## src/rtl/rv_ctrl_pkg.sv

```systemverilog
// Shared constants for the microcoded control sequencer: opcodes, ALU ops, FSM states, opcode classes, ctrl bit map.
// Optional feature macro: RV_CTRL_SINGLE_STEP_EN adds the STEP_WAIT state.
package rv_ctrl_pkg;

  localparam logic [4:0] OP_LD   = 5'd0,  OP_LDI  = 5'd1,  OP_ST   = 5'd2,  OP_ADD  = 5'd3,
                         OP_SUB  = 5'd4,  OP_SHR  = 5'd5,  OP_SHL  = 5'd6,  OP_ROR  = 5'd7,
                         OP_ROL  = 5'd8,  OP_AND  = 5'd9,  OP_OR   = 5'd10, OP_ADDI = 5'd11,
                         OP_ANDI = 5'd12, OP_ORI  = 5'd13, OP_MUL  = 5'd14, OP_DIV  = 5'd15,
                         OP_NEG  = 5'd16, OP_NOT  = 5'd17, OP_BR   = 5'd18, OP_JR   = 5'd19,
                         OP_JAL  = 5'd20, OP_IN   = 5'd21, OP_OUT  = 5'd22, OP_MFHI = 5'd23,
                         OP_MFLO = 5'd24, OP_NOP  = 5'd25, OP_HALT = 5'd26;

  localparam logic [3:0] ALU_AND = 4'd0, ALU_OR  = 4'd1, ALU_ADD = 4'd2,  ALU_SUB = 4'd3,
                         ALU_SHR = 4'd4, ALU_SHL = 4'd5, ALU_ROR = 4'd6,  ALU_ROL = 4'd7,
                         ALU_MUL = 4'd8, ALU_DIV = 4'd9, ALU_NEG = 4'd10, ALU_NOT = 4'd11;

  typedef enum logic [3:0] {
    ST_RESET = 4'd0, ST_F0 = 4'd1, ST_F1 = 4'd2, ST_F2 = 4'd3, ST_EXEC = 4'd4,
    ST_HALT = 4'd5, ST_ILLEGAL = 4'd6, ST_TIMEOUT = 4'd7
`ifdef RV_CTRL_SINGLE_STEP_EN
    , ST_STEP_WAIT = 4'd8
`endif
  } state_e;

  typedef enum logic [4:0] {
    CL_LD, CL_LDI, CL_ST, CL_ALU, CL_ALUI, CL_MULDIV, CL_UNARY, CL_BR, CL_JR,
    CL_JAL, CL_IN, CL_OUT, CL_MFHI, CL_MFLO, CL_NOP, CL_HALT, CL_ILL
  } cls_e;

  localparam int C_PC_OUT = 0,  C_MAR_IN = 1,  C_INC_PC = 2,   C_Z_IN = 3,     C_ZLO_OUT = 4,
                 C_ZHI_OUT = 5, C_PC_IN = 6,   C_READ = 7,     C_WRITE = 8,    C_MDR_IN = 9,
                 C_MDR_OUT = 10, C_IR_IN = 11, C_GRA = 12,     C_GRB = 13,     C_GRC = 14,
                 C_BA_OUT = 15, C_R_IN = 16,   C_R_OUT = 17,   C_Y_IN = 18,    C_C_OUT = 19,
                 C_CON_IN = 20, C_LO_IN = 21,  C_HI_IN = 22,   C_LO_OUT = 23,  C_HI_OUT = 24,
                 C_INP_OUT = 25, C_OUTP_IN = 26;
  localparam int CTRL_W = 27;

  function automatic logic [CTRL_W-1:0] cb(input int idx);
    return CTRL_W'(1) << idx;
  endfunction

  function automatic cls_e op_class(input logic [4:0] op);
    case (op)
      OP_LD:   return CL_LD;
      OP_LDI:  return CL_LDI;
      OP_ST:   return CL_ST;
      OP_ADD, OP_SUB, OP_SHR, OP_SHL, OP_ROR, OP_ROL, OP_AND, OP_OR: return CL_ALU;
      OP_ADDI, OP_ANDI, OP_ORI: return CL_ALUI;
      OP_MUL, OP_DIV: return CL_MULDIV;
      OP_NEG, OP_NOT: return CL_UNARY;
      OP_BR:   return CL_BR;
      OP_JR:   return CL_JR;
      OP_JAL:  return CL_JAL;
      OP_IN:   return CL_IN;
      OP_OUT:  return CL_OUT;
      OP_MFHI: return CL_MFHI;
      OP_MFLO: return CL_MFLO;
      OP_NOP:  return CL_NOP;
      OP_HALT: return CL_HALT;
      default: return CL_ILL;
    endcase
  endfunction

  function automatic logic [3:0] op_alu(input logic [4:0] op);
    case (op)
      OP_ADD, OP_ADDI: return ALU_ADD;
      OP_SUB:          return ALU_SUB;
      OP_SHR:          return ALU_SHR;
      OP_SHL:          return ALU_SHL;
      OP_ROR:          return ALU_ROR;
      OP_ROL:          return ALU_ROL;
      OP_OR, OP_ORI:   return ALU_OR;
      OP_MUL:          return ALU_MUL;
      OP_DIV:          return ALU_DIV;
      OP_NEG:          return ALU_NEG;
      OP_NOT:          return ALU_NOT;
      default:         return ALU_AND;
    endcase
  endfunction

  function automatic logic [2:0] last_step(input cls_e c);
    case (c)
      CL_LD, CL_ST:               return 3'd7;
      CL_MULDIV, CL_BR:           return 3'd6;
      CL_LDI, CL_ALU, CL_ALUI:    return 3'd5;
      CL_UNARY, CL_JAL:           return 3'd4;
      default:                    return 3'd3;
    endcase
  endfunction

endpackage

```

## src/rtl/rv_mem_wait_timer.sv

```systemverilog
// Memory wait-state counter: clear has priority over enable; o_hit flags the count at MAX.
module rv_mem_wait_timer #(
  parameter int MAX = 15,
  parameter int W   = 8
) (
  input  logic clk,
  input  logic reset_n,
  input  logic i_clr,
  input  logic i_en,
  output logic o_hit
);
  logic [W-1:0] r_cnt;

  always_ff @(posedge clk or negedge reset_n) begin
    if (!reset_n)   r_cnt <= '0;
    else if (i_clr) r_cnt <= '0;
    else if (i_en)  r_cnt <= r_cnt + 1'b1;
  end

  assign o_hit = (r_cnt == W'(MAX));
endmodule

```

## src/rtl/rv_ctrl_sequencer.sv

```systemverilog
// Microcoded control sequencer: fetch/exec FSM with a registered control word, memory wait timeout and illegal trap.
// Optional feature macro: RV_CTRL_SINGLE_STEP_EN (step input, step_wait output, STEP_WAIT state).
module rv_ctrl_sequencer
  import rv_ctrl_pkg::*;
#(
  parameter int DATA_W       = 32,
  parameter int OP_MSB       = 31,
  parameter int OP_W         = 5,
  parameter int MEM_WAIT_MAX = 15,
  parameter int WAIT_CNT_W   = 8
) (
  input  logic              clk,
  input  logic              reset_n,
  input  logic [DATA_W-1:0] ir_data,
  input  logic              con_out,
  input  logic              mem_ready,
  input  logic              stop,
`ifdef RV_CTRL_SINGLE_STEP_EN
  input  logic              step,
  output logic              step_wait,
`endif
  output logic [CTRL_W-1:0] ctrl,
  output logic [3:0]        alu_op,
  output logic              run,
  output logic              illegal_op,
  output logic              mem_timeout,
  output logic [3:0]        state_dbg
);
  state_e            r_state, w_state_nxt, w_end_tgt;
  logic [2:0]        r_tstep, w_tstep_nxt;
  logic [4:0]        r_opc, w_opc_ir, w_opc_nxt;
  cls_e              w_cls_cur, w_cls_nxt;
  logic              w_mem_step, w_wait, w_hit, w_wait_clr, w_wait_en;
  logic [CTRL_W-1:0] r_ctrl, w_ctrl_nxt;
  logic [3:0]        r_alu, w_alu_nxt;
  logic              r_run, w_run_nxt, r_ill, r_tmo;
  logic              w_unused_ir;

  assign w_opc_ir    = 5'(ir_data[OP_MSB -: OP_W]);
  assign w_unused_ir = ^ir_data;
  assign w_opc_nxt   = (r_state == ST_F2) ? w_opc_ir : r_opc;
  assign w_cls_cur   = op_class(r_opc);
  assign w_cls_nxt   = op_class(w_opc_nxt);

  assign w_mem_step = (r_state == ST_F1) ||
                      ((r_state == ST_EXEC) && (((w_cls_cur == CL_LD) && (r_tstep == 3'd6)) ||
                                                ((w_cls_cur == CL_ST) && (r_tstep == 3'd7))));
  assign w_wait     = w_mem_step && !mem_ready;
  assign w_wait_clr = !w_wait;
  assign w_wait_en  = w_wait && !w_hit;

  rv_mem_wait_timer #(.MAX(MEM_WAIT_MAX), .W(WAIT_CNT_W)) u_wait (
    .clk     (clk),
    .reset_n (reset_n),
    .i_clr   (w_wait_clr),
    .i_en    (w_wait_en),
    .o_hit   (w_hit)
  );

  always_ff @(posedge clk or negedge reset_n) begin
    if (!reset_n) begin
      r_state <= ST_RESET;
      r_tstep <= '0;
      r_opc   <= '0;
      r_ctrl  <= '0;
      r_alu   <= ALU_AND;
      r_run   <= 1'b0;
      r_ill   <= 1'b0;
      r_tmo   <= 1'b0;
    end else begin
      r_state <= w_state_nxt;
      r_tstep <= w_tstep_nxt;
      r_ctrl  <= w_ctrl_nxt;
      r_alu   <= w_alu_nxt;
      r_run   <= w_run_nxt;
      if (r_state == ST_F2)            r_opc <= w_opc_ir;
      if (w_state_nxt == ST_ILLEGAL)   r_ill <= 1'b1;
      if (w_state_nxt == ST_TIMEOUT)   r_tmo <= 1'b1;
    end
  end

  // stop is only honoured where an instruction boundary would otherwise lead to F0
  always_comb begin
    w_state_nxt = r_state;
    w_tstep_nxt = '0;
`ifdef RV_CTRL_SINGLE_STEP_EN
    w_end_tgt   = stop ? ST_HALT : ST_STEP_WAIT;
`else
    w_end_tgt   = stop ? ST_HALT : ST_F0;
`endif
    case (r_state)
      ST_RESET: w_state_nxt = stop ? ST_HALT : ST_F0;
      ST_F0:    w_state_nxt = ST_F1;
      ST_F1: begin
        if (!w_wait)    w_state_nxt = ST_F2;
        else if (w_hit) w_state_nxt = ST_TIMEOUT;
      end
      ST_F2: begin
        case (op_class(w_opc_ir))
          CL_ILL:  w_state_nxt = ST_ILLEGAL;
          CL_HALT: w_state_nxt = ST_HALT;
          CL_NOP:  w_state_nxt = w_end_tgt;
          default: begin
            w_state_nxt = ST_EXEC;
            w_tstep_nxt = 3'd3;
          end
        endcase
      end
      ST_EXEC: begin
        w_tstep_nxt = r_tstep;
        if (w_wait) begin
          if (w_hit) begin
            w_state_nxt = ST_TIMEOUT;
            w_tstep_nxt = '0;
          end
        end else if (r_tstep == last_step(w_cls_cur)) begin
          w_state_nxt = w_end_tgt;
          w_tstep_nxt = '0;
        end else begin
          w_tstep_nxt = r_tstep + 3'd1;
        end
      end
`ifdef RV_CTRL_SINGLE_STEP_EN
      ST_STEP_WAIT: begin
        if (stop)      w_state_nxt = ST_HALT;
        else if (step) w_state_nxt = ST_F0;
      end
`endif
      default: ;
    endcase
  end

  // Control word is decoded from the next state so it lines up with state_dbg
  always_comb begin
    w_ctrl_nxt = '0;
    w_alu_nxt  = ALU_AND;
    w_run_nxt  = 1'b1;
    case (w_state_nxt)
      ST_F0: begin
        w_ctrl_nxt = cb(C_PC_OUT) | cb(C_MAR_IN) | cb(C_INC_PC) | cb(C_Z_IN);
        w_alu_nxt  = ALU_ADD;
      end
      ST_F1: w_ctrl_nxt = cb(C_ZLO_OUT) | cb(C_PC_IN) | cb(C_READ) | cb(C_MDR_IN);
      ST_F2: w_ctrl_nxt = cb(C_MDR_OUT) | cb(C_IR_IN);
      ST_EXEC: begin
        case (w_cls_nxt)
          CL_LD, CL_LDI, CL_ST: begin
            case (w_tstep_nxt)
              3'd3: w_ctrl_nxt = cb(C_GRB) | cb(C_BA_OUT) | cb(C_Y_IN);
              3'd4: begin
                w_ctrl_nxt = cb(C_C_OUT) | cb(C_Z_IN);
                w_alu_nxt  = ALU_ADD;
              end
              3'd5: w_ctrl_nxt = (w_cls_nxt == CL_LDI) ? (cb(C_ZLO_OUT) | cb(C_GRA) | cb(C_R_IN))
                                                       : (cb(C_ZLO_OUT) | cb(C_MAR_IN));
              3'd6: w_ctrl_nxt = (w_cls_nxt == CL_LD) ? (cb(C_READ) | cb(C_MDR_IN))
                                                      : (cb(C_GRA) | cb(C_R_OUT) | cb(C_MDR_IN));
              3'd7: w_ctrl_nxt = (w_cls_nxt == CL_LD) ? (cb(C_MDR_OUT) | cb(C_GRA) | cb(C_R_IN))
                                                      : cb(C_WRITE);
              default: ;
            endcase
          end
          CL_ALU, CL_ALUI: begin
            case (w_tstep_nxt)
              3'd3: w_ctrl_nxt = cb(C_GRB) | cb(C_R_OUT) | cb(C_Y_IN);
              3'd4: begin
                w_ctrl_nxt = cb(C_Z_IN) | ((w_cls_nxt == CL_ALU) ? (cb(C_GRC) | cb(C_R_OUT)) : cb(C_C_OUT));
                w_alu_nxt  = op_alu(w_opc_nxt);
              end
              3'd5: w_ctrl_nxt = cb(C_ZLO_OUT) | cb(C_GRA) | cb(C_R_IN);
              default: ;
            endcase
          end
          CL_MULDIV: begin
            case (w_tstep_nxt)
              3'd3: w_ctrl_nxt = cb(C_GRA) | cb(C_R_OUT) | cb(C_Y_IN);
              3'd4: begin
                w_ctrl_nxt = cb(C_GRB) | cb(C_R_OUT) | cb(C_Z_IN);
                w_alu_nxt  = op_alu(w_opc_nxt);
              end
              3'd5: w_ctrl_nxt = cb(C_ZLO_OUT) | cb(C_LO_IN);
              3'd6: w_ctrl_nxt = cb(C_ZHI_OUT) | cb(C_HI_IN);
              default: ;
            endcase
          end
          CL_UNARY: begin
            if (w_tstep_nxt == 3'd3) begin
              w_ctrl_nxt = cb(C_GRB) | cb(C_R_OUT) | cb(C_Z_IN);
              w_alu_nxt  = op_alu(w_opc_nxt);
            end else begin
              w_ctrl_nxt = cb(C_ZLO_OUT) | cb(C_GRA) | cb(C_R_IN);
            end
          end
          CL_BR: begin
            case (w_tstep_nxt)
              3'd3: w_ctrl_nxt = cb(C_GRA) | cb(C_R_OUT) | cb(C_CON_IN);
              3'd4: w_ctrl_nxt = cb(C_PC_OUT) | cb(C_Y_IN);
              3'd5: begin
                w_ctrl_nxt = cb(C_C_OUT) | cb(C_Z_IN);
                w_alu_nxt  = ALU_ADD;
              end
              3'd6: w_ctrl_nxt = cb(C_ZLO_OUT) | (con_out ? cb(C_PC_IN) : '0);
              default: ;
            endcase
          end
          CL_JR:   w_ctrl_nxt = cb(C_GRA) | cb(C_R_OUT) | cb(C_PC_IN);
          CL_JAL:  w_ctrl_nxt = (w_tstep_nxt == 3'd3) ? (cb(C_R_IN) | cb(C_PC_OUT))
                                                      : (cb(C_GRA) | cb(C_R_OUT) | cb(C_PC_IN));
          CL_IN:   w_ctrl_nxt = cb(C_GRA) | cb(C_R_IN) | cb(C_INP_OUT);
          CL_OUT:  w_ctrl_nxt = cb(C_GRA) | cb(C_R_OUT) | cb(C_OUTP_IN);
          CL_MFHI: w_ctrl_nxt = cb(C_HI_OUT) | cb(C_GRA) | cb(C_R_IN);
          CL_MFLO: w_ctrl_nxt = cb(C_LO_OUT) | cb(C_GRA) | cb(C_R_IN);
          default: ;
        endcase
      end
`ifdef RV_CTRL_SINGLE_STEP_EN
      ST_STEP_WAIT: ;
`endif
      default: w_run_nxt = 1'b0;
    endcase
  end

`ifdef RV_CTRL_SINGLE_STEP_EN
  logic r_sw;
  always_ff @(posedge clk or negedge reset_n) begin
    if (!reset_n) r_sw <= 1'b0;
    else          r_sw <= (w_state_nxt == ST_STEP_WAIT);
  end
  assign step_wait = r_sw;
`endif

  assign ctrl        = r_ctrl;
  assign alu_op      = r_alu;
  assign run         = r_run;
  assign illegal_op  = r_ill;
  assign mem_timeout = r_tmo;
  assign state_dbg   = r_state;
endmodule

```

## config.mk

```make
export PLATFORM = sky130hd
export DESIGN_NAME = rv_ctrl_sequencer
export DESIGN_NICKNAME = d
export VERILOG_FILES = /design/src/rtl/rv_ctrl_pkg.sv /design/src/rtl/rv_mem_wait_timer.sv /design/src/rtl/rv_ctrl_sequencer.sv
export SDC_FILE = /design/constraint.sdc
export NUM_CORES = 1
export LEC_CHECK = 0
export CAP_MARGIN = 20
export CORE_MARGIN = 1.5
export CORE_UTILIZATION = 50
export DETAILED_ROUTE_END_ITERATION = 16
export PLACE_DENSITY = 0.78
export SYNTH_ARGS = -nofsm -noshare
export SYNTH_HDL_FRONTEND = slang
export SYNTH_HIERARCHICAL = 1
export SYNTH_SLANG_ARGS = --single-unit
export TNS_END_PERCENT = 20
```

## constraint.sdc

```tcl
create_clock -name clk -period 5.1 [get_ports clk]
set_input_delay 1.275 -clock clk [delete_from_list [all_inputs] [get_ports clk]]
set_output_delay 1.275 -clock clk [all_outputs]
set_load 0.01 [all_outputs]
```

Word-level counts from Yosys, hierarchy flattened --
Memories as Yosys holds them, arrays and structs flattened. Index checks and enable logic that the tools add are counted.
Word-level totals: bits in registers 54, bits in read-only memories 912, word-level logic and storage cells 111, memories 7
Memories:
- (no name shown) | depth 32, bits a word 5, read ports 1, clocked after Yosys merged registers in 0, write ports 0, RTL line rv_ctrl_pkg.sv:43 | case (op)
- (no name shown) | depth 32, bits a word 5, read ports 1, clocked after Yosys merged registers in 0, write ports 0, RTL line rv_ctrl_pkg.sv:43
- (no name shown) | depth 32, bits a word 5, read ports 1, clocked after Yosys merged registers in 0, write ports 0, RTL line rv_ctrl_pkg.sv:43
- (no name shown) | depth 32, bits a word 4, read ports 1, clocked after Yosys merged registers in 0, write ports 0, RTL line rv_ctrl_pkg.sv:65 | case (op)
- (no name shown) | depth 32, bits a word 4, read ports 1, clocked after Yosys merged registers in 0, write ports 0, RTL line rv_ctrl_pkg.sv:65
- (no name shown) | depth 32, bits a word 4, read ports 1, clocked after Yosys merged registers in 0, write ports 0, RTL line rv_ctrl_pkg.sv:65
- 1 more memories
Cells by class: add/sub/neg operators 2, equality and inequality tests 37, muxes and demuxes 40, reductions and logical operators 16
Operator list (count):
- $pmux 27 s11 | 1
- $pmux 27 s4 | 1
- $pmux 20 s5 | 1
- $pmux 23 s4 | 1
- $pmux 21 s4 | 1
- $pmux 20 s3 | 1
- $mux 18 | 3
- $eq 5x4->1 const B | 8
- $pmux 4 s5 | 2
- $mux 17 | 2
- $mux 4 | 7
- $mux 3 | 7
- $eq 5x3->1 const B | 4
- $mux 20 | 1
- $eq 3x3->1 const B | 6
- $eq 4x2->1 const B | 4
- $eq 4x3->1 const B | 4
- $mux 8 | 2
- $eq 5x2->1 const B | 3
- $logic_not 5->1 | 2
- $mux 5 | 2
- $pmux 3 s3 | 1
- $add 8x1->8 const B | 1
- $eq 4x1->1 const B | 2
- 19 further kinds | 28

Depth between registers and ports, before layout --
Gate-level depths: netlist (run 1). An unclocked memory read counts as a cell.
depth after elaboration 17, mapped depth 17, gate-level depth less buffers 16

Cells and area by module --
The synthesis (run 1) kept the hierarchy.
Modules (own cells, without submodules):
- rv_ctrl_sequencer | instances 1, cells an instance 335, area each 3045.4 µm², seq. area each 1126.1 µm²
- rv_mem_wait_timer | instances 1, cells an instance 39, area each 394.1 µm², seq. area each 200.2 µm²

Worst setup path before layout (run 1) --
OpenSTA, ideal clock, no wires.
kind input-to-reg, start input ir_data[27], end register r_alu[2], in the netlist alu_op[2], setup time 0.086 ns, arrival time 3.558 ns, data required time 5.014 ns, path slack 1.456 ns, stages 12, cell sequence mux2i_1 > inv_1 > ha_1 > inv_1 > a211oi_1 > o21ai_0 > o32a_1 > buf_2 > o22ai_1 > a221o_1 > o32a_1 > nor3_1
RTL lines:
- from (decl) | RTL line rv_ctrl_sequencer.sv:14 | input logic [DATA_W-1:0] ir_data,
- $mux 5 *
- via w_opc_nxt[0] | RTL line rv_ctrl_sequencer.sv:31 | logic [4:0] r_opc, w_opc_ir, w_opc_nxt;
- $mem_v2 32x5
- $eq 5x1->1, or another cell as far along | RTL line rv_ctrl_sequencer.sv:146 | case (w_cls_nxt)
- $reduce_or 3->1 or $reduce_or 2->1 (tied branches) | RTL line rv_ctrl_sequencer.sv:146
- $pmux 4 s5 * | RTL line rv_ctrl_sequencer.sv:146
- $pmux 4 s2 * | RTL line rv_ctrl_sequencer.sv:138 | case (w_state_nxt)
- via w_alu_nxt[2] | RTL line rv_ctrl_sequencer.sv:35 | logic [3:0] r_alu, w_alu_nxt;
- to (signal assigned) | RTL line rv_ctrl_sequencer.sv:74 | r_alu <= w_alu_nxt;
- to (decl) | RTL line rv_ctrl_sequencer.sv:35
The timed path passes the listed nets; every way through them passes the cells marked *. The select of a mux whose other input is x is not followed. A chain may end at the register's enable or synchronous reset.

Worst setup path after layout (run 1) --
start input ir_data[27], end register r_ctrl[12], in the netlist ctrl[12]
RTL lines:
- $mux 5 *
- via w_opc_nxt[0] | RTL line rv_ctrl_sequencer.sv:31
- $mem_v2 32x5 *
- $eq 5x1->1 or $logic_not 5->1 (tied branches)
- $mux 17, or another cell as far along | RTL line rv_ctrl_sequencer.sv:154 | 3'd5: w_ctrl_nxt = (w_cls_nxt == CL_LDI) ? (cb(C_ZLO_OUT) | cb(C_GRA) | cb(C_R_IN))
- $pmux 20 s5 | RTL line rv_ctrl_sequencer.sv:148 | case (w_tstep_nxt)
- $pmux 27 s11 * | RTL line rv_ctrl_sequencer.sv:146
- $pmux 27 s4 * | RTL line rv_ctrl_sequencer.sv:138
- via w_ctrl_nxt[12] | RTL line rv_ctrl_sequencer.sv:34 | logic [CTRL_W-1:0] r_ctrl, w_ctrl_nxt;
- to (signal assigned) | RTL line rv_ctrl_sequencer.sv:73 | r_ctrl <= w_ctrl_nxt;
- to (decl) | RTL line rv_ctrl_sequencer.sv:34
Marks and branches as above.

==> flow_metrics.env, run 1 <==
export IMPL_drt_pre_antenna_iters=4
export IMPL_coreArea_sq_mm=0.00672
export IMPL_cts_resized=0
export IMPL_vias=3024
export IMPL_clock_path_buffers=2
export IMPL_instances_no_fill=499
export IMPL_async_flop_share_pct=100
export IMPL_yosys_area_top_type_share_pct=38.6
export IMPL_setup_tns_ns=0
export IMPL_required_ns=5.27
export IMPL_r2r_cells=14
export IMPL_final_nets=471
export IMPL_drv_slew=0
export IMPL_track_usage_pct=23.6
export IMPL_gp_congestion=0.919
export IMPL_die_h_um=85.9
export IMPL_outcome="finished clean"
export IMPL_fp_dieW_um=85.9
export IMPL_io_pins=75
export IMPL_cap_violations=0
export IMPL_holdWs_ns=0.486
export IMPL_worst_pin_slew_ns=0.923
export IMPL_drive_above_1_share_pct=10.0
export IMPL_clk_pin_slew_worst_paths_ns=0.10
export IMPL_tritoncts="yes"
export IMPL_layout_commonest_cell="dfrtp_1"
export IMPL_yosysWarnings=6
export IMPL_layout_setup_ws_ns=0.686
export IMPL_fin_crit_sh_pct=86.5
export IMPL_num_fill_cells=562
export IMPL_drc=0
export IMPL_arrival_ns=4.59
export IMPL_synth_seq_cells=53
export IMPL_slew_headroom_pct=37.9
export IMPL_wl_per_cell_um=16.4
export IMPL_synth_cells=374
export IMPL_cts_setup_buffers=0
export IMPL_fmax_mhz=227
export IMPL_synth_edf_count=0
export IMPL_wl_um=8180
export IMPL_drt_iter0_drc=227
export IMPL_whs_path_depth=1
export IMPL_viasPerCell=6.06
export IMPL_synth_main_ff_cell="dfrtp_1"
export IMPL_post_place_ws_ns=0.431
export IMPL_syn_cell_area_sq_mm=0.00344
export IMPL_root_buffer="clkbuf_8"
export IMPL_rows=30
export IMPL_hold_viol=0
export IMPL_worstPathMaxFanout=11
export IMPL_io_buffers=47
export IMPL_overflow=0
export IMPL_dp_cells=491
export IMPL_cts_max_level=2
export IMPL_cp_start_kind="primary input"
export IMPL_diodes=0
export IMPL_final_min_clock_period_ns=4.41
export IMPL_endpoint_kind="flop"
export IMPL_synthTopCellsByArea="dfrtp_1 39%, ha_1 5.8%, nor2_1 4.5%, nand2_1 3.9%, a21oi_1 3.5%"
export IMPL_power_density_mw_per_mm2=169
export IMPL_p_leak_nw=1.70
export IMPL_seq_area_frac_synth_pct=38.6
export IMPL_synth_distinct_cells=76
export IMPL_grt_pass1_wl_um=14000
export IMPL_start_util_pct=51.2
export IMPL_die_area_sq_mm=0.00739
export IMPL_layout_common_cells="53 x dfrtp_1, 46 x clkdlybuf4s50_1, 41 x nor2_1, 36 x nand2_1, 24 x a21oi_1"
export IMPL_ant_nets=0
export IMPL_cts_buffers=5
export IMPL_syn_to_final_growth_pct=17.5
export IMPL_min_path_type="reg2reg"
export IMPL_antenna_found_initial=0
export IMPL_insertion_delay_ns=0.31
export IMPL_dp_hpwl_um=5990
export IMPL_synth_nets=427
export IMPL_grt_pass1_vias=3006
export IMPL_peakVddDrop_mv=0.118
export IMPL_fin_skew_ns=0.0162
export IMPL_clkSinkCount=53
export IMPL_yosysTopAreaCell="dfrtp_1"
export IMPL_rsz0062_at_grt="no"
export IMPL_cts_hold_buffers=0
export IMPL_setup_violations_final=0
export IMPL_grt_max_degree=54
export IMPL_syn_area_per_cell_sq_um=9.20
export IMPL_worstSetupPathType="in2reg"
-- power breakdown --
group	leakage (nW)	total, mW	switching (mW)	internal (mW)
clock	0.0456	0.233	0.135	0.0980
combinational	0.934	0.0272	0.0166	0.0105
sequential	0.719	0.421	0.00110	0.420
total	1.70	0.681	0.152	0.529
-- registers in the layout, indices dropped and copies added, names as in the netlist --
name and flops:
ctrl 26, u_wait/r_cnt 8, r_opc 5, alu_op 4, state_dbg 4, r_tstep 3
illegal_op 1, mem_timeout 1, run 1
-- path summary, 6_finish.rpt --
path                         startpoint            to  slack, ns
max                         ir_data[27]      ctrl[12]       0.69
min                          illegal_op    illegal_op       0.49
max reg2reg                state_dbg[0]      ctrl[12]       0.88
min reg2reg                  illegal_op    illegal_op       0.49
max in group asynchronous       reset_n      r_opc[4]       3.57
min in group asynchronous       reset_n  state_dbg[2]       1.07
-- area by class of cell --
cell class	count	area [sq um]	share of cell area, %
clock buffers	6	72.6	1.80
clock inverters	2	13.8	0.340
inverters	19	73.8	1.83
multi-input cells	286	1950	48.1
flip-flops and latches	53	1330	32.8
well taps	80	100	2.48
repair buffers	53	510	12.6
-- worst max-delay path, stage by stage --
cell and delay (ns):
clkdlybuf4s50_1 0.46, mux2i_1 0.25, inv_1 0.12, ha_1 0.33, inv_1 0.17, a211oi_1 0.11
o21ai_0 0.31, o32a_1 0.51, nor3_1 0.10, a21oi_1 0.12, o21ai_0 0.12, a32o_1 0.23
a211oi_1 0.35, a31oi_1 0.13
-- metrics by stage --
| step | utilization (%) | area (sq um) | power (mW) |
|---|---|---|---|
| floorplan | - | 3440 | 0.438 |
| global placement | 58.9 | 3960 | 0.457 |
| detailed placement | 58.9 | 3960 | 0.457 |
| CTS | 60.2 | 4040 | 0.690 |
| global route | 60.2 | 4040 | 0.712 |
| finish | 60.2 | 4040 | 0.681 |
-- routing by layer --
| metal | vias up | wire length (um) | global-route usage (%) |
|---|---|---|---|
| li1 | 1455 | - | - |
| met1 | 1461 | 3620 | 31.6 |
| met3 | 14 | 439 | 4.04 |
| met2 | 94 | 3980 | 39.1 |
| met5 | - | 0 | 0 |
| met4 | 0 | 142 | 7.33 |
-- cells in the mapped netlist (all sizes together) (4+ instances only) --
cell type and count:
a211oi 6, a21oi 24, a31oi 7, and3 4, buf 12, clkbuf 4, dfrtp 53, ha 16
inv 19, mux2i 6, nand2 36, nand2b 6, nand3 9, nand3b 5, nand4 7, nor2 43
nor3 14, o21a 4, o21ai 20, o21bai 6, o22ai 4, or2 4, or3 8, xor2 4
-- logic make-up after synthesis --
kind of cell	after synthesis	share of synthesized area, %
flops	53	38.6
fa+ha+maj	16	5.82
buf+inv	35	4.87
compound gates	104	23.0
simple gates	151	23.4
mux	8	2.51
xor+xnor	7	1.78
(Power assumes the default switching activity.)
==> run 2, diff against run 1 <==
--- a/config.mk
+++ b/config.mk
@@ -8,6 +8,8 @@
 export CAP_MARGIN = 20
+export CELL_PAD_IN_SITES_DETAIL_PLACEMENT = 1
+export CELL_PAD_IN_SITES_GLOBAL_PLACEMENT = 1
 export CORE_MARGIN = 1.5
-export CORE_UTILIZATION = 50
+export CORE_UTILIZATION = 42
 export DETAILED_ROUTE_END_ITERATION = 16
-export PLACE_DENSITY = 0.78
+export PLACE_DENSITY_LB_ADDON = 0.1
 export SYNTH_ARGS = -nofsm -noshare
==> constraint.sdc (replaced) <==
create_clock -name clk -period 5.1 [get_ports clk]
set_input_delay 0.765 -clock clk [delete_from_list [all_inputs] [get_ports clk]]
set_output_delay 0.765 -clock clk [all_outputs]
set_load 0.01 [all_outputs]
==> flow_metrics.env, run 2 (synthesis results as in run 1) <==
export IMPL_outcome="finished clean"
export IMPL_setup_tns_ns=0
export IMPL_num_fill_cells=927
export IMPL_clock_path_buffers=2
export IMPL_setup_violations_final=0
export IMPL_dp_hpwl_um=6790
export IMPL_io_pins=75
export IMPL_worstHoldStart="mem_timeout"
export IMPL_cts_max_level=2
export IMPL_cts_resized=0
export IMPL_layout_commonest_cell="dfrtp_1"
export IMPL_drv_slew=0
export IMPL_wl_um=9110
export IMPL_diodes=0
export IMPL_clk_pin_slew_worst_paths_ns=0.11
export IMPL_fmax_mhz=232
export IMPL_fin_crit_sh_pct=84.4
export IMPL_endpoint_kind="flop"
export IMPL_root_buffer="clkbuf_8"
export IMPL_grtUsageMet3_pct=3.01
export IMPL_rows=32
export IMPL_cp_startpoint="state_dbg[0]"
export IMPL_fp_dieW_um=93.5
export IMPL_p_leak_nw=1.69
export IMPL_die_area_sq_mm=0.00874
export IMPL_cts_buffers=5
export IMPL_final_min_clock_period_ns=4.30
export IMPL_start_util_pct=44.1
export IMPL_min_path_type="reg2reg"
export IMPL_overflow=0
export IMPL_met2_usage_pct=39.6
export IMPL_post_dp_cell_area_sq_mm=0.00397
export IMPL_tritoncts="yes"
export IMPL_grt_pass1_wl_um=15700
export IMPL_drt_iter0_drc=93
export IMPL_ant_nets=0
export IMPL_whs_path_depth=1
export IMPL_fin_skew_ns=0.00974
export IMPL_peakVddDrop_mv=0.107
export IMPL_power_density_mw_per_mm2=173
export IMPL_rsz0062_at_grt="no"
export IMPL_cts_setup_buffers=0
export IMPL_antenna_found_initial=0
export IMPL_r2r_cells=13
export IMPL_io_buffers=47
export IMPL_drive_above_1_share_pct=9.83
export IMPL_r2r_start="state_dbg[0]"
export IMPL_worstSetupPathType="reg2reg"
export IMPL_grt_pass1_vias=3191
export IMPL_wl_per_cell_um=17.6
export IMPL_cap_violations=0
export IMPL_insertion_delay_ns=0.31
export IMPL_layout_common_cells="53 x dfrtp_1, 46 x clkdlybuf4s50_1, 41 x nor2_1, 36 x nand2_1, 24 x a21oi_1"
export IMPL_track_usage_pct=22.5
export IMPL_final_nets=469
export IMPL_fin_util_pct=52.1
export IMPL_drc=0
export IMPL_fin_area_sq_mm=0.00406
export IMPL_vias=3013
export IMPL_largest_register_ffs=26
export IMPL_worst_pin_slew_ns=0.870
export IMPL_coreArea_sq_mm=0.00781
export IMPL_grt_busiest_layer="met2"
export IMPL_clkSinkCount=53
export IMPL_use_met1_pct=29.2
export IMPL_worstPathMaxFanout=11
export IMPL_die_h_um=93.5
export IMPL_viasPerCell=5.81
export IMPL_drt_pre_antenna_iters=4
export IMPL_slew_headroom_pct=41.5
export IMPL_grt_max_degree=54
export IMPL_gp_congestion=0.855
export IMPL_required_ns=5.34
export IMPL_syn_to_final_growth_pct=18.2
export IMPL_cts_hold_buffers=0
export IMPL_arrival_ns=4.54
export IMPL_cp_start_kind="flop"
export IMPL_hold_viol=0
run 2: cell count changes in the layout (fill, tap and decap cells not counted), sizes merged:
| cell | before | now |
|---|---|---|
| buf | 7 | 5 |
| clkbuf | 6 | 5 |
| clkinv | 1 | 0 |
| clkinvlp | 0 | 2 |
run 2: worst paths after layout:
path / slack [ns] / to
max: 0.80 / ctrl[16]
min: 0.49 / mem_timeout
max reg2reg: 0.80 / ctrl[16]
min reg2reg: 0.49 / mem_timeout
max in group asynchronous: 4.10 / ctrl[19]
min in group asynchronous: 0.54 / ctrl[23]
run 2: metrics by stage:
stage	setup slack, ns	cells	power [mW]	hold WS (ns)
finish	0.798	519	0.703	0.494
global placement	0.817	511	0.458	0.474
floorplan	1.70	374	0.438	0.469
detailed placement	0.728	511	0.458	0.477
CTS	0.827	519	0.711	0.501
global route	0.535	519	0.728	0.529
run 2: worst max-delay path, cell delays in order, from the launching register on:
cell and delay, ns:
dfrtp_1 0.61, and4bb_1 0.54, mux2i_1 0.14, buf_4 0.18, inv_1 0.11, ha_1 0.38
inv_1 0.16, a211oi_1 0.29, a21oi_1 0.16, o32ai_2 0.68, o21ai_1 0.31, nor3b_1 0.36
a211oi_1 0.10, a21oi_1 0.19
run 2: per-layer routing:
metal  part of all wire (%)  vias up
met1                     46     1498
met5                      0        -
met4                   0.76        0
li1                       -     1452
met2                     50       55
met3                    2.8        8
run 2: where the power goes:
| part | leakage, nW | switching (mW) | internal [mW] |
|---|---|---|---|
| Clock | 0.0423 | 0.154 | 0.100 |
| Sequential | 0.719 | 0.00117 | 0.420 |
| Combinational | 0.924 | 0.0168 | 0.0105 |
run 2: layout make-up:
type,instances,area [sq um],area share (%)
tap,102,128,3.14
clock buffer,5,68.8,1.69
sequential,53,1330,32.6
timing repair buffer,51,495,12.2
multi-input combinational,286,1950,47.9
clock inverter,3,26.3,0.647
inverter,19,73.8,1.82
==> run 3, diff against run 2 <==
- CORE_UTILIZATION: 42 -> 39
- clock period: 5.1 -> 4 ns (I/O delays scaled with it)
==> flow_metrics.env, run 3 (synthesis results as in run 1) <==
export IMPL_internal_power_uw=678
export IMPL_largest_register_ffs=26
export IMPL_setup_violations_final=0
export IMPL_track_usage_pct=21.3
export IMPL_grt_pass1_vias=3233
export IMPL_cts_hold_buffers=0
export IMPL_worstPathMaxFanout=8
export IMPL_diodes=0
export IMPL_antenna_found_initial=0
export IMPL_grt_pass1_wl_um=16500
export IMPL_drt_iter0_drc=67
export IMPL_p_switching_uw=217
export IMPL_swShare_pct=24.2
export IMPL_worstSetupPathType="reg2reg"
export IMPL_viasPerCell=5.60
export IMPL_cts_resized=0
export IMPL_clock_path_buffers=2
export IMPL_cp_startpoint="r_opc[1]"
export IMPL_coreArea_sq_mm=0.00864
export IMPL_io_buffers=47
export IMPL_r2r_start="r_opc[1]"
export IMPL_cp_start_kind="flop"
export IMPL_drive_above_1_share_pct=13.3
export IMPL_root_buffer="clkbuf_8"
export IMPL_layout_commonest_cell="dfrtp_1"
export IMPL_grt_max_degree=32
export IMPL_holdWs_ns=0.352
export IMPL_p_leak_nw=1.74
export IMPL_outcome="finished clean"
export IMPL_power_density_mw_per_mm2=214
export IMPL_cts_max_level=2
export IMPL_grt_busiest_layer="met2"
export IMPL_peakVddDrop_mv=0.127
export IMPL_endpoint_kind="flop"
export IMPL_met2_usage_pct=38.0
export IMPL_use_met1_pct=27.4
export IMPL_clk_pin_slew_worst_paths_ns=0.11
export IMPL_p_comb_share_pct=4.2
export IMPL_layout_common_cells="52 x dfrtp_1, 46 x clkdlybuf4s50_1, 41 x nor2_1, 36 x nand2_1, 24 x a21oi_1"
export IMPL_io_pins=75
export IMPL_syn_to_final_growth_pct=21.4
export IMPL_final_nets=480
export IMPL_cap_violations=0
export IMPL_worst_pin_slew_ns=0.917
export IMPL_insertion_delay_ns=0.31
export IMPL_fin_crit_sh_pct=94.8
export IMPL_ant_nets=0
export IMPL_gp_congestion=0.843
export IMPL_p_clk_share_pct=35.9
export IMPL_fp_dieW_um=96.9
export IMPL_power_total_uw=895
export IMPL_clkSinkCount=53
export IMPL_start_util_pct=39.8
export IMPL_seqPwrFrac_pct=60.0
export IMPL_grtUsageMet3_pct=2.82
export IMPL_dp_hpwl_um=7310
export IMPL_slew_headroom_pct=38.3
export IMPL_fmax_mhz=264
export IMPL_min_path_type="in2async"
export IMPL_rsz0062_at_grt="no"
export IMPL_tritoncts="yes"
export IMPL_arrival_ns=3.97
export IMPL_cts_setup_buffers=0
export IMPL_die_area_sq_mm=0.00939
export IMPL_overflow=0
export IMPL_die_h_um=96.9
export IMPL_fin_skew_ns=0.0139
export IMPL_vias=3004
export IMPL_fin_util_pct=48.4
export IMPL_hold_viol=0
export IMPL_drv_slew=0
export IMPL_drt_pre_antenna_iters=4
export IMPL_wl_per_cell_um=17.9
export IMPL_wl_um=9600
export IMPL_drc=0
export IMPL_final_min_clock_period_ns=3.79
export IMPL_setup_tns_ns=0
export IMPL_cts_buffers=5
export IMPL_required_ns=4.18
export IMPL_rows=34
==> run 3: power groups by stage <==
stage	logic, mW	clock network [mW]	registers (mW)
3_5_place_dp	0.0385	0	0.547
6_report	0.0372	0.321	0.536
3_3_place_gp	0.0376	0	0.547
2_1_floorplan	0.0109	0	0.547
4_1_cts	0.0387	0.336	0.536
5_1_grt	0.0427	0.349	0.537
==> run 3: cell type report <==
cell class | count | area [sq um]
Multi-Input combinational cell | 286 | 1970
Tap cell | 108 | 135
Timing Repair Buffer | 62 | 578
Clock inverter | 3 | 26.3
Sequential cell | 53 | 1330
Fill cell | 1031 | 4460
Clock buffer | 5 | 68.8
Inverter | 19 | 73.8
==> run 3: through the flow <==
step | worst slack, ns | cell area (sq um) | cells
after floorplan | 0.600 | 3440 | 374
after global placement | 0.216 | 4060 | 528
after detailed placement | 0.169 | 4060 | 528
after global routing | 0.00699 | 4180 | 536
after CTS | 0.151 | 4150 | 536
final | 0.207 | 4180 | 536
==> run 3: critical path, cell delays in order, from the launching register on <==
cell and delay [ns]:
dfrtp_1 0.51, ha_2 0.32, o21a_1 0.16, nor2_1 0.06, a221oi_2 0.38, xor2_1 0.14
or4_1 0.54, a32oi_2 0.35, o22ai_1 0.21, or2_1 0.30, a32o_1 0.28, a211oi_2 0.25
a31oi_1 0.15
==> run 3: path summary, 6_finish.rpt <==
kind,to,slack [ns],cells past startpoint
max in group asynchronous,ctrl[25],2.86,2
setup / recovery,ctrl[12],0.21,12
hold / removal,u_wait/r_cnt[6],0.35,1
min in group clk,mem_timeout,0.49,1
setup reg to reg,ctrl[12],0.21,12
hold reg to reg,mem_timeout,0.49,1
==> run 3: per-layer routing <==
metal | vias up | share of wire, %
li1 | 1469 | -
met1 | 1488 | 46
met2 | 36 | 51
met3 | 11 | 1.6
met4 | 0 | 1.3
met5 | - | 0
==> edit (flow settings as in run 3) <==
Set the parameter `MEM_WAIT_MAX` to 11 (it was 15).
--- a/src/rtl/rv_ctrl_sequencer.sv
+++ b/src/rtl/rv_ctrl_sequencer.sv
@@ -8,3 +8,3 @@
   parameter int OP_W         = 5,
-  parameter int MEM_WAIT_MAX = 15,
+  parameter int MEM_WAIT_MAX = 11,
   parameter int WAIT_CNT_W   = 8
Function: no difference found for any inputs over 10 cycles, from zero or initial values and one cycle with reset_n low; that may be too few to reach the edited logic, so the function may still have changed.
==> edit against run 3 <==
Area after synthesis did not move. Sequential cell count unchanged. Routed wire length up 1.1%. Clock skew rose by 0.00056 ns. Setup slack improved by 0.0092 ns. Power is 1.7% higher. Cell area decreased by 0.30%. Critical path type unchanged. Highest routed layer unchanged.
==> edit: results (changes against run 3) <==
Synth cell types -> 75 (-1.3%)
Critical path's slowest cell -> dfrtp_2
Routed wl met3 -> 228 um (+45%)
Cell Area, Placed -> 4040 um^2 (-0.37%)
NumNets Final -> 479 (-0.21%)
Clock network power -> 336 uW (+5%)
Tot Pwr -> 910 uW (+1.7%)
CP arrival -> 4.03 ns (+0.06 ns)
Reg2reg start -> r_opc[0]
Met1 Usage GRT -> 28.3% (+0.95 points)
Metal-1 WL -> 4.59 mm (+4.8%)
Met2 GRT Util -> 37.2% (-0.86 points)
Fin cells -> 535 (-0.19%)
Dpl hpwl -> 7.20 mm (-1.4%)
Synth Cell Area -> 3440 um^2 (unchanged)
Worst R2R Path Depth -> 14 (+2)
Worst rel slew slack -> 33.2% (-5.0 points)
Share of layout cells above drive strength 1 -> 13.1% (-0.20 points)
Static leakage power -> 0.00174 uW (-0.26%)
Worst r2r dst -> ctrl[17]
Overall Global Routing Usage -> 21.6% (+0.25 points)
Crit-path max cell delay -> 0.46 ns (-0.08 ns)
Synth top cells by count -> dfrtp_1 (53), nor2_1 (42), nand2_1 (37), a21oi_1 (24), ha_1 (16)
Status -> complete, no violations
Clk_skew -> 0.0144 ns (+0.000564 ns)
-- edit: changes by cell type after synthesis --
cell / before / now
nand3_1: 9 / 8
nand2_1: 36 / 37
nor2_1: 41 / 42
nand4_1: 6 / 7
nand4b_1: 1 / 0
-- edit: stage by stage --
stage          setup WS (ns)  util, %  hold slack [ns]
6_report               0.216     48.2            0.387
3_5_place_dp           0.202     46.8            0.480
3_3_place_gp           0.266     46.8            0.476
4_1_cts                0.167     48.0            0.435
5_1_grt             -0.00192     48.2            0.461
2_1_floorplan          0.600        -            0.304
-- edit: what timing repair did --
action	in CTS	in global routing
endpoints found under the setup margin	0	5
gates resized for setup	0	7
buffers inserted	0	0
-- edit: how the worst max path moves through the flow --
stage,slack [ns],start,to,cells after the start
2_1_floorplan,0.60,state_dbg[3],alu_op[2],15
3_3_place_gp,0.27,r_opc[1],ctrl[16],12
3_5_place_dp,0.20,r_opc[0],ctrl[16],13
4_1_cts,0.17,r_opc[0],ctrl[17],14
5_1_grt,-0.002,state_dbg[3],ctrl[16],14
6_report,0.22,r_opc[0],ctrl[17],14
-- edit: area by class of cell --
type                       count  area, um^2  area share, %
inverter                      19        73.8           1.77
clock buffer                   5        68.8           1.65
clock inverter                 3        28.8          0.691
sequential                    53        1330           31.9
timing repair buffer          60         563           13.5
multi-input combinational    287        1970           47.2
tap                          108         135           3.25
-- edit: logic make-up after synthesis --
kind of cell             count (synthesis)  share of synthesized area [%]
AO/OA/AOI/OAI                          104                           23.0
multiplexers                             8                           2.51
adder cells (fa/ha/maj)                 16                           5.82
buffers and inverters                   35                           4.87
flip-flops                              53                           38.6
AND/OR/NAND/NOR                        152                           23.4
XOR/XNOR                                 7                           1.78
